## src/rtl/inst_loader.sv

```systemverilog
// inst_loader: serial program loader for the instruction memory of the core.
// Receives a framed image over an 8N1 UART line:
//   0xA5, L, 4*(L+1) data bytes (little-endian words), XOR checksum.
// Each assembled word is written into instruction memory. The core is held
// in reset until a complete image with a good checksum has been written.
//
// Ports:
//   clk        system clock
//   rst        synchronous active-high reset
//   rx         UART receive line (asynchronous, idle high)
//   mem_we     one-cycle write strobe to instruction memory
//   mem_addr   word address of the current write
//   mem_wdata  instruction word to write
//   core_rst   high while the core must not run (low only after a good load)
//   done       last load completed with a good checksum
//   err        last load aborted (framing or checksum error)
module inst_loader #(
  parameter int CLKS_PER_BIT = 868,
  parameter int ADDR_W       = 8
) (
  input  logic              clk,
  input  logic              rst,
  input  logic              rx,
  output logic              mem_we,
  output logic [ADDR_W-1:0] mem_addr,
  output logic [31:0]       mem_wdata,
  output logic              core_rst,
  output logic              done,
  output logic              err
);

  localparam int CNT_W = (CLKS_PER_BIT > 1) ? $clog2(CLKS_PER_BIT) : 1;
  localparam logic [CNT_W-1:0] BIT_LAST   = CNT_W'(CLKS_PER_BIT - 1);
  // The start-edge detector sees rx two cycles late, so the mid-bit sample of
  // the start bit is taken two counts short of CLKS_PER_BIT/2 after arming.
  localparam logic [CNT_W-1:0] START_LAST = CNT_W'(CLKS_PER_BIT / 2 - 2);

  typedef enum logic [1:0] {RX_IDLE, RX_START, RX_DATA, RX_STOP} rx_state_t;
  typedef enum logic [2:0] {IDLE, LEN, DATA, CHK, DONE, ERR} state_t;

  logic             rx_p0, rx_p1, rx_p2;
  rx_state_t        rx_state;
  logic [CNT_W-1:0] cnt;
  logic [2:0]       bit_idx;
  logic [7:0]       rx_byte;
  logic             byte_valid;
  logic             frm_err;
  logic             bit_tick;

  state_t           state;
  logic [7:0]       len;
  logic [7:0]       wcnt;
  logic [1:0]       bcnt;
  logic [7:0]       xsum;
  logic [23:0]      word_lo;

  assign bit_tick = (cnt == BIT_LAST);

  // Stage p0/p1: synchronizer; p2: delayed copy for falling-edge detection
  always_ff @(posedge clk) begin
    if (rst) begin
      rx_p0      <= 1'b1;
      rx_p1      <= 1'b1;
      rx_p2      <= 1'b1;
      rx_state   <= RX_IDLE;
      cnt        <= '0;
      bit_idx    <= '0;
      byte_valid <= 1'b0;
      frm_err    <= 1'b0;
    end else begin
      rx_p0      <= rx;
      rx_p1      <= rx_p0;
      rx_p2      <= rx_p1;
      byte_valid <= 1'b0;
      frm_err    <= 1'b0;
      case (rx_state)
        RX_IDLE: begin
          cnt     <= '0;
          bit_idx <= '0;
          if (rx_p2 && !rx_p1) rx_state <= RX_START;
        end
        RX_START: begin
          if (cnt == START_LAST) begin
            cnt      <= '0;
            // A start bit that reads high again was only a glitch.
            rx_state <= rx_p1 ? RX_IDLE : RX_DATA;
          end else begin
            cnt <= cnt + 1'b1;
          end
        end
        RX_DATA: begin
          if (bit_tick) begin
            cnt     <= '0;
            bit_idx <= bit_idx + 1'b1;
            if (bit_idx == 3'd7) rx_state <= RX_STOP;
          end else begin
            cnt <= cnt + 1'b1;
          end
        end
        default: begin
          if (bit_tick) begin
            cnt        <= '0;
            rx_state   <= RX_IDLE;
            byte_valid <= rx_p1;
            frm_err    <= !rx_p1;
          end else begin
            cnt <= cnt + 1'b1;
          end
        end
      endcase
    end
  end

  // Data-only registers: receive shifter (LSB first) and low bytes of a word
  always_ff @(posedge clk) begin
    if (rx_state == RX_DATA && bit_tick) rx_byte <= {rx_p1, rx_byte[7:1]};
    if (state == DATA && byte_valid) begin
      case (bcnt)
        2'd0:    word_lo[7:0]   <= rx_byte;
        2'd1:    word_lo[15:8]  <= rx_byte;
        default: word_lo[23:16] <= rx_byte;
      endcase
    end
  end

  // Loader FSM: consumes byte_valid / frm_err from the receiver
  always_ff @(posedge clk) begin
    if (rst) begin
      state     <= IDLE;
      len       <= '0;
      wcnt      <= '0;
      bcnt      <= '0;
      xsum      <= '0;
      mem_we    <= 1'b0;
      mem_addr  <= '0;
      mem_wdata <= '0;
      core_rst  <= 1'b1;
      done      <= 1'b0;
      err       <= 1'b0;
    end else begin
      mem_we <= 1'b0;
      // Address advances on the edge after the write strobe.
      if (mem_we) mem_addr <= mem_addr + ADDR_W'(1);
      if (frm_err) begin
        if (state != IDLE) begin
          state    <= ERR;
          core_rst <= 1'b1;
          done     <= 1'b0;
          err      <= 1'b1;
        end
      end else if (byte_valid) begin
        case (state)
          LEN: begin
            len   <= rx_byte;
            wcnt  <= '0;
            bcnt  <= '0;
            xsum  <= '0;
            state <= DATA;
          end
          DATA: begin
            xsum <= xsum ^ rx_byte;
            bcnt <= bcnt + 1'b1;
            if (bcnt == 2'd3) begin
              mem_we    <= 1'b1;
              mem_wdata <= {rx_byte, word_lo};
              wcnt      <= wcnt + 8'd1;
              if (wcnt == len) state <= CHK;
            end
          end
          CHK: begin
            if (rx_byte == xsum) begin
              state    <= DONE;
              core_rst <= 1'b0;
              done     <= 1'b1;
            end else begin
              state <= ERR;
              err   <= 1'b1;
            end
          end
          default: begin
            // IDLE, DONE and ERR all restart on a header and ignore anything else.
            if (rx_byte == 8'hA5) begin
              state    <= LEN;
              mem_addr <= '0;
              core_rst <= 1'b1;
              done     <= 1'b0;
              err      <= 1'b0;
            end
          end
        endcase
      end
    end
  end

endmodule

```

## config.mk

```make
export PLATFORM = sky130hd
export DESIGN_NAME = inst_loader
export DESIGN_NICKNAME = d
export VERILOG_FILES = /design/src/rtl/inst_loader.sv
export SDC_FILE = /design/constraint.sdc
export NUM_CORES = 1
export LEC_CHECK = 0
export ABC_CLOCK_PERIOD_IN_PS = 3150
export BUFFER_PORTS_ARGS = -buffer_cell sky130_fd_sc_hd__buf_2
export CAP_MARGIN = 20
export CORE_ASPECT_RATIO = 1.4
export CORE_MARGIN = 3
export CORE_UTILIZATION = 30
export DETAILED_ROUTE_END_ITERATION = 8
export PLACE_DENSITY = 0.44
export RECOVER_POWER = 25
export SLEW_MARGIN = 20
export SYNTH_ARGS = -nofsm -noshare
export SYNTH_HDL_FRONTEND = slang
export SYNTH_SLANG_ARGS = --single-unit
```

## constraint.sdc

```tcl
create_clock -name clk -period 3.15 [get_ports clk]
set_clock_uncertainty 0.2 [all_clocks]
set_input_delay 0.1575 -clock clk [delete_from_list [all_inputs] [get_ports clk]]
set_output_delay 0.1575 -clock clk [all_outputs]
set_load 0.05 [all_outputs]
```

==> results.cfg, run 1 <==
[routing]
drc = 0
antenna_left = 0
post_drt_via_cell_ratio = 4.69
via_count = 3641
routedWlPerCell_um = 14.2
first_pass_iters = 4
drt_iter0_markers = 164
wl_mm = 11.0

[floorplan]
initial_core_util_pct = 30.7
die_h_um = 158
rows = 55
top_level_ports = 47
die-area_sq_mm = 0.0181
coreArea_sq_mm = 0.0162
die_width_um = 115

[finish]
fill_cells = 1644
diodes = 0
drive_above_1_share_pct = 12.1
nets = 576
area_delta_synth_final_pct = 19.6
mostFrequentLayoutCells = 96 x nand2_1, 93 x dfxtp_1, 56 x a21oi_1
final_common_cell = nand2_1
fin_area_sq_mm = 0.00593

[global_route]
grt_pass1_wl_mm = 18.3
globalRouteMet1Util_pct = 14.7
grt_max_degree = 45
grt_usage_pct = 12.9
grt_pass1_vias = 3633
overflow = 0
antenna_found_initial = 0
top_usage_layer = met2
gr-usage-met2_pct = 22.6
met3_usage_pct = 3.59

[worst_setup_path]
required_ns = 3.23
cp-end-kind = register
crit_path_max_fanout = 44
crit_chain = buf_2 > clkbuf_1 > nor2_1 > o31ai_1 > a21oi_1
critPathLaunchType = input port
critical_path_class = input port to register
arrival_ns = 2.49
max_stage_delay_ns = 1.50
critPathSlowestCell = clkbuf_1

[synthesis]
synthDistinctLibCells = 51
yosys_warnings = 0
synthCells = 515
syn_area_sq_mm = 0.00496
syn_area_per_cell_sq_um = 9.64
ys_ff_latch = 125
synthFlopType = dfxtp_1
synth-async-reset-ratio_pct = 0
synth_edf_count = 32
synth_fp_nets = 527
ys_seq_area_share_pct = 56.9

[clocking]
clk_path_buf_depth = 2
cts-root-buf = clkbuf_16
cts_tree = built
clock_latency_ns = 0.41
cts.sinks = 125
htree_levels = 4
cts.clk_slew.worst_paths_ns = 0.05
ctsResizeCount = 0
numCtsBuffers = 17

[timing]
final-hold-violation-count = 0
post-route-period-util_pct = 76.8
setup_slack_ns = 0.732
setup_tns_ns = 0
fmax_ghz = 0.414
tightest_slew_ns = 2.01
rsz0062_at_grt = false
setup_viol = 0
fin_crit_ns = 2.42
relSlewSlack_pct = -33.7
drv_slew = 45

[pwr]
total_power_w = 0.00353
power_leakage_nw = 2.09
power_density_mw_per_mm2 = 595
irDropWorstVdd_mv = 0.308

[outcome]
status = finished with violations
violations = max-capacitance violations, max-slew violations

[placed_design]
io_buffers = 46
finalWeightedCongestion = 0.761
hpwl_mm = 7.31
pre_cts_ws_ns = 0.910
place_area_sq_mm = 0.00539

[min_path]
hold_path.class = input port to register

[run]
max-cap-violations = 1
[report_power, final]
| group | switching, W | internal, W | total [W] |
|---|---|---|---|
| Sequential | 0.00000328 | 0.00164 | 0.00165 |
| Clock | 0.000659 | 0.00120 | 0.00186 |
| Combinational | 0.0000226 | 0.00000654 | 0.0000292 |
| Total | 0.000685 | 0.00285 | 0.00353 |
[sequential cells by signal (all words and copies together), names as in the netlist, 8 cells and up]
register,cells
len,8
word_lo,24
mem_wdata,32
xsum,8
mem_addr,8
wcnt,8
rx_byte,8
cnt,10
[final cells by class]
class	instances	area, sq um	share of cell area [%]
Clock buffer	25	475	8.01
Inverter	10	37.5	0.633
Clock inverter	7	88.8	1.50
Multi-Input combinational cell	354	1980	33.4
Sequential cell	125	2820	47.6
Timing Repair Buffer	56	278	4.68
Tap cell	199	249	4.20
[metal layers]
| metal | vias to the layer above | routed length (um) |
|---|---|---|
| met3 | 7 | 393 |
| met4 | 0 | 130 |
| li1 | 1861 | - |
| met5 | - | 0 |
| met2 | 54 | 5580 |
| met1 | 1719 | 4920 |
[Yosys cell counts, types with 2 or more instances]
library cell,number,area [sq um]
nor3b_1,2,15.0
o31ai_1,2,15.0
clkbuf_1,13,48.8
xor2_1,22,193
o2111ai_1,2,17.5
a22oi_1,4,30.0
a21oi_1,56,280
edfxtp_1,32,961
nor2b_1,3,18.8
and2_1,2,12.5
nand2b_1,2,12.5
and4bb_2,2,25.0
buf_1,3,11.3
nand2_1,96,360
nand4_1,9,56.3
o21ai_0,12,60.1
nand3_1,10,50.1
xnor2_1,17,149
and3_1,6,37.5
nor4_1,4,25.0
inv_1,10,37.5
or2_2,3,18.8
o22ai_1,3,18.8
ha_1,9,113
buf_2,8,40.0
a211oi_1,2,15.0
nand3b_1,9,67.6
dfxtp_1,93,1860
nor2_1,49,184
nor3_1,9,45.0
[path summary, 6_finish.rpt]
| path | start | to | slack, ns | cells past startpoint |
|---|---|---|---|---|
| worst min-delay path | rst | wcnt[0] | 0.07 | 2 |
| worst min register to register | rx_p0 | rx_p1 | 0.21 | 1 |
| worst max-delay path | rst | rx_state[0] | 0.73 | 5 |
| worst max register to register | state[1] | xsum[2] | 0.89 | 6 |
[critical path: cells and delay by family]
kind	cells	cell delay, ns
AO/OA/AOI/OAI	2	0.19
AND/OR/NAND/NOR	1	0.15
buffers and inverters	2	1.99
[what timing repair did]
action / 4_1_cts / 5_1_grt
endpoints found under the hold margin: 1 / 0
setup buffers: 0 / 0
hold buffers: 1 / 0
[stage by stage]
stage / cells / utilization, % / hold slack (ns)
finish: 776 / 36.7 / 0.0650
global placement: 743 / 33.3 / 0.147
floorplan: 515 / - / 0.0613
CTS: 776 / 36.9 / 0.0354
global route: 776 / 36.7 / 0.114
detailed placement: 743 / 33.3 / 0.151
[cells by family after synthesis]
group / share of synthesized area (%)
mux: 0.202
fa+ha+maj: 2.27
simple gates: 20.3
xor+xnor: 6.88
compound gates: 10.3
buf+inv: 3.15
flops: 56.9
No activity file was read; power rests on OpenSTA's default activity.
==> run 2, diff against run 1 <==
ABC_CLOCK_PERIOD_IN_PS = 2050   (was 3150)
PLACE_DENSITY = 0.46   (was 0.44)
clock period = 2.05 ns   (was 3.15 ns; I/O delays follow)
==> run 2 against run 1 <==
  * The run now ends clean
  * Register-to-register slack got worse by 0.86 ns
  * Non-clock buffer count up 34
  * Sequential share of layout area decreased by 2.9 points
  * Critical path type is now register to register
  * Global-route usage rose by 0.12 points
  * Largest cell class unchanged
  * Hold slack better by 0.14 ns
  * Clock-buffer cell count decreased by 4
  * Critical endpoint is now rx_byte[2]
==> results.cfg, run 2 (same netlist as run 1, synthesis figures left out) <==
[outcome]
status = completed

[worst_setup_path]
crit_chain = or3b_4 > or4_4 > nor3b_4 > buf_6
required_ns = 1.97
critical_path_class = register to register
cp-end-kind = register
max_stage_delay_ns = 0.46
crit_path_max_fanout = 8
arrival_ns = 1.94
critPathSlowestCell = or4_4
critPathLaunchType = register

[routing]
wl_mm = 11.1
routedWlPerCell_um = 13.7
drt_iter0_markers = 210
post_drt_via_cell_ratio = 4.71
antenna_left = 0
drc = 0
via_count = 3812
first_pass_iters = 4

[finish]
area_delta_synth_final_pct = 27.6
nets = 610
final_common_cell = nand2_1
ff_latch_area_sq_mm = 0.00283
fill_cells = 1626
largestRegisters = mem_wdata: 32 flops, word_lo: 24 flops, cnt: 10 flops
drive_above_1_share_pct = 19.3
mostFrequentLayoutCells = 96 x nand2_1, 89 x dfxtp_1, 56 x a21oi_1
regMostFlops = mem_wdata
diodes = 0
multi_input_area_sq_mm = 0.00204
fin_area_sq_mm = 0.00633
largest_reg_flops = 32
post-route-util_pct = 39.2

[floorplan]
rows = 55
die_width_um = 115
coreArea_sq_mm = 0.0162
die_h_um = 158
initial_core_util_pct = 30.7
top_level_ports = 47
die-area_sq_mm = 0.0181

[pwr]
irDropWorstVdd_mv = 0.787
power_density_mw_per_mm2 = 932
total_power_w = 0.00590
power_leakage_nw = 2.31

[min_path]
hold_path.class = register to register

[global_route]
grt_usage_pct = 13.1
grt_pass1_wl_mm = 18.6
antenna_found_initial = 0
overflow = 0
grt_pass1_vias = 3787
grt_max_degree = 37

[clocking]
clk_path_buf_depth = 2
clock_latency_ns = 0.41
cts.clk_slew.worst_paths_ns = 0.05
cts_tree = built
cts_setup_buffers = 0
cts.sinks = 125
numCtsBuffers = 17
cts-root-buf = clkbuf_16
htree_levels = 4

[timing]
fin_hold_ws_ns = 0.206
fin_crit_ns = 2.02
fmax_ghz = 0.495
post-route-period-util_pct = 98.5
final-hold-violation-count = 0
drv_slew = 0
setup_viol = 0
relSlewSlack_pct = 31.1
rsz0062_at_grt = true
tightest_slew_ns = 1.03

[placed_design]
finalWeightedCongestion = 0.766
hpwl_mm = 7.62
io_buffers = 46
place_area_sq_mm = 0.00566

[run]
max-cap-violations = 0
-- run 2: critical path, delay by kind of cell, from the launching register on --
kind                   cells  cell delay, ns
and+or+nand+nor            3            1.06
DFF                        1            0.32
buffers and inverters      1            0.16
-- run 2: layout make-up --
cell class                 count  area share, %
inverter                      10          0.593
multi-input combinational    354           32.1
clock buffer                  21           7.79
timing repair buffer          90           8.14
sequential                   125           44.7
tap                          199           3.93
clock inverter                11           2.75
-- run 2: final timing paths --
| path | slack, ns | to | cells after the start | startpoint |
|---|---|---|---|---|
| min reg2reg | 0.21 | rx_p1 | 1 | rx_p0 |
| max | 0.03 | rx_byte[2] | 4 | cnt[2] |
| max reg2reg | 0.03 | rx_byte[2] | 4 | cnt[2] |
| min | 0.21 | rx_p1 | 1 | rx_p0 |
-- run 2: report_power, final --
part	switching [W]	total (W)	internal, W
clock	0.00110	0.00332	0.00222
sequential	0.00000527	0.00253	0.00252
combinational	0.0000358	0.0000517	0.0000159
total	0.00114	0.00590	0.00476
-- run 2: per-stage QoR --
step | cells | worst slack, ns | setup TNS, ns
6_report | 810 | 0.0299 | 0
2_1_floorplan | 515 | -0.107 | -0.860
4_1_cts | 810 | 0.00439 | 0
3_3_place_gp | 776 | -0.0521 | -0.470
5_1_grt | 810 | -0.0302 | -0.253
3_5_place_dp | 776 | -0.0937 | -0.840
-- run 2: timing repair --
action	4_1_cts	5_1_grt
endpoints found under the setup margin	10	52
resized for setup	1	10
hold buffers	2	0
endpoints found under the hold margin	10	0
pin swaps	0	2
-- run 2: routing by layer --
layer | up-vias | global-route usage [%] | wire, um
met2 | 57 | 22.5 | 5630
li1 | 1942 | - | -
met4 | 0 | 5.43 | 142
met5 | - | 0 | 0
met3 | 11 | 3.67 | 370
met1 | 1802 | 15.2 | 4960
==> run 3, diff against run 2 <==
ABC_AREA = 1   (was not set)
CELL_PAD_IN_SITES_DETAIL_PLACEMENT = 1   (was not set)
CELL_PAD_IN_SITES_GLOBAL_PLACEMENT = 1   (was not set)
PLACE_DENSITY = 0.57   (was 0.46)
==> run 3 against run 2 <==
  * Clock-buffer cell count is 4 lower
  * Final area is 3.6% lower
  * Highest routed layer unchanged
  * Routed wire length is 13% higher
  * Maximum frequency is 9.1% higher
  * Largest power group unchanged
  * Via count is 4.2% higher
  * Hold slack worse by 0.0053 ns
  * Sequential share of layout area is 1.6 points higher
  * Register-to-register slack better by 0.17 ns
  * Power is 6.9% lower
  * Utilization is 1.6 points lower
  * Die area is 0.77% higher
==> results.cfg, run 3 <==
[timing]
fin_crit_ns = 1.85
relSlewSlack_pct = 58.9
fmax_ghz = 0.540
setup_tns_ns = 0
fin_hold_ws_ns = 0.200
final-hold-violation-count = 0
setup_viol = 0
tightest_slew_ns = 0.619
rsz0062_at_grt = false
drv_slew = 0
post-route-period-util_pct = 90.3

[worst_setup_path]
crit_chain = ha_1 > nand2_1 > nor2_1 > nand2_1 > nor2_2 > inv_1 > nor2_1 > buf_4
crit_cells = 8
crit_buf_inv = 2
required_ns = 1.96
critPathLaunchType = register
critical_path_class = register to register
cp-endpoint = rx_byte[1]
max_stage_delay_ns = 0.38
cp-startpoint = cnt[0]
rr_startpoint = cnt[0]
r2r_slack_ns = 0.20
r2r_end = rx_byte[1]
cp-end-kind = register
crit_path_max_fanout = 11
arrival_ns = 1.77
crit_family = simple AND/OR/NAND/NOR gates
r2r_cells = 8
critPathSlowestCell = dfxtp_1

[synthesis]
yosys.cell_count.top_type = nor2_1
synthDistinctLibCells = 33
yosysTopAreaCell = dfxtp_1
synth_area_leaders = dfxtp_1 37%, edfxtp_1 19%, nor2_1 8.0%
ys_ff_latch = 125
ys_seq_area_share_pct = 56.4
syn_area_per_cell_sq_um = 8.73
synthFlopType = dfxtp_1
yosys_warnings = 0
syn_area_sq_mm = 0.00500
synthCells = 573
synth_edf_count = 32
synth_top_area_share_pct = 37.2
synth_fp_nets = 585
synthTopCellsByCount = 106 x nor2_1, 93 x dfxtp_1, 86 x nand2_1
synth-async-reset-ratio_pct = 0

[finish]
drive_above_1_share_pct = 15.6
mostFrequentLayoutCells = 105 x nor2_1, 93 x dfxtp_1, 86 x nand2_1
largestRegisters = mem_wdata: 32 flops, word_lo: 24 flops, cnt: 10 flops
nets = 658
area_delta_synth_final_pct = 22.0
regMostFlops = mem_wdata
final_common_cell = nor2_1
diodes = 0
stdcell_count = 858
largest_reg_flops = 32

[floorplan]
die_h_um = 159
top_level_ports = 47
die-area_sq_mm = 0.0183
coreArea_sq_mm = 0.0162
rows = 55
die_width_um = 115
initial_core_util_pct = 30.8

[placed_design]
dpl.cell_count = 824
io_buffers = 46
hpwl_mm = 8.94
finalWeightedCongestion = 0.779

[routing]
antenna_left = 0
wl_mm = 12.6
drc = 0
routedWlPerCell_um = 14.6
drt_iter0_markers = 178
first_pass_iters = 4
post_drt_via_cell_ratio = 4.63
via_count = 3974

[global_route]
grt_pass1_wl_mm = 21.0
grt_max_degree = 54
antenna_found_initial = 0
grt_pass1_vias = 4202
overflow = 0
grt_usage_pct = 14.7

[clocking]
cts.sinks = 125
cts_tree = built
numCtsBuffers = 17
htree_levels = 4
clk_path_buf_depth = 2
cts-root-buf = clkbuf_16
clock_latency_ns = 0.42
cts.clk_slew.worst_paths_ns = 0.06
cts_setup_buffers = 0

[pwr]
irDropWorstVdd_mv = 0.361
total_power_w = 0.00549
power_leakage_nw = 2.48
power_density_mw_per_mm2 = 900

[outcome]
status = completed

[run]
max-cap-violations = 0

[min_path]
hold_path.class = input port to register
hold_depth = 3
## run 3: changes by cell type in the layout (fill, tap and decap cells not counted), sizes merged, moves of 4 or more
cell,previous run,this run
nor2,50,110
inv,13,61
o21ai,12,51
buf,65,44
a21oi,56,37
xor2,22,10
nand3,10,18
or2,3,11
and3,6,0
clkinv,2,8
nand3b,9,4
clkbuf,44,40
nand2,96,92
nand4,9,5
## run 3: stage by stage
step                utilization [%]  worst slack, ns  cell area [sq um]
floorplan                         -            0.116               5000
global placement               34.3            0.159               5570
detailed placement             34.3           0.0923               5570
CTS                            37.9           0.0745               6150
global route                   37.6          0.00518               6100
finish                         37.6            0.199               6100
## run 3: report_power, final
group          internal, W  total (W)  leakage, nW  switching, W
clock              0.00168    0.00284        0.272       0.00116
combinational    0.0000339   0.000114         1.17     0.0000797
sequential         0.00253    0.00254         1.04     0.0000102
total              0.00424    0.00549         2.48       0.00125
## run 3: worst reg2reg max path, cell delays in order (launching register included)
cell and delay [ns]:
dfxtp_1 0.38, ha_1 0.25, nand2_1 0.08, nor2_1 0.09, nand2_1 0.07, nor2_2 0.15
inv_1 0.06, nor2_1 0.08, buf_4 0.20
## run 3: cells by family after synthesis
| family | after synthesis | synth area share [%] |
|---|---|---|
| buf+inv | 72 | 5.73 |
| xor+xnor | 24 | 4.20 |
| fa+ha+maj | 9 | 2.25 |
| simple gates | 250 | 21.8 |
| flops | 125 | 56.4 |
| compound gates | 93 | 9.58 |
## run 3: metal layers
metal,vias up,part of all wire (%),track usage [%]
li1,2007,-,-
met1,1902,41,15.9
met2,50,55,27.2
met3,15,2.4,2.90
met4,0,1.7,5.93
met5,-,0,0
## run 3: layout make-up
| class | count | area [sq um] |
|---|---|---|
| Clock inverter | 15 | 138 |
| Inverter | 57 | 214 |
| Clock buffer | 17 | 425 |
| Multi-Input combinational cell | 376 | 1900 |
| Timing Repair Buffer | 69 | 360 |
| Sequential cell | 125 | 2820 |
| Fill cell | 1942 | 10100 |
| Tap cell | 199 | 249 |
## run 3: what timing repair did
item / in CTS / in global routing
hold endpoints to repair: 18 / 0
gates resized for setup: 0 / 1
hold buffers: 2 / 0
setup endpoints to repair: 0 / 21
## run 3: worst min-delay path by stage
stage / startpoint / endpoint / slack [ns]
final: rx / rx_p0 / 0.20
after global routing: rx / rx_p0 / 0.22
after CTS: rx / rx_p0 / 0.19
after detailed placement: rx / rx_p0 / 0.09
after global placement: rx / rx_p0 / 0.09
after floorplan: rx / rx_p0 / 0.006
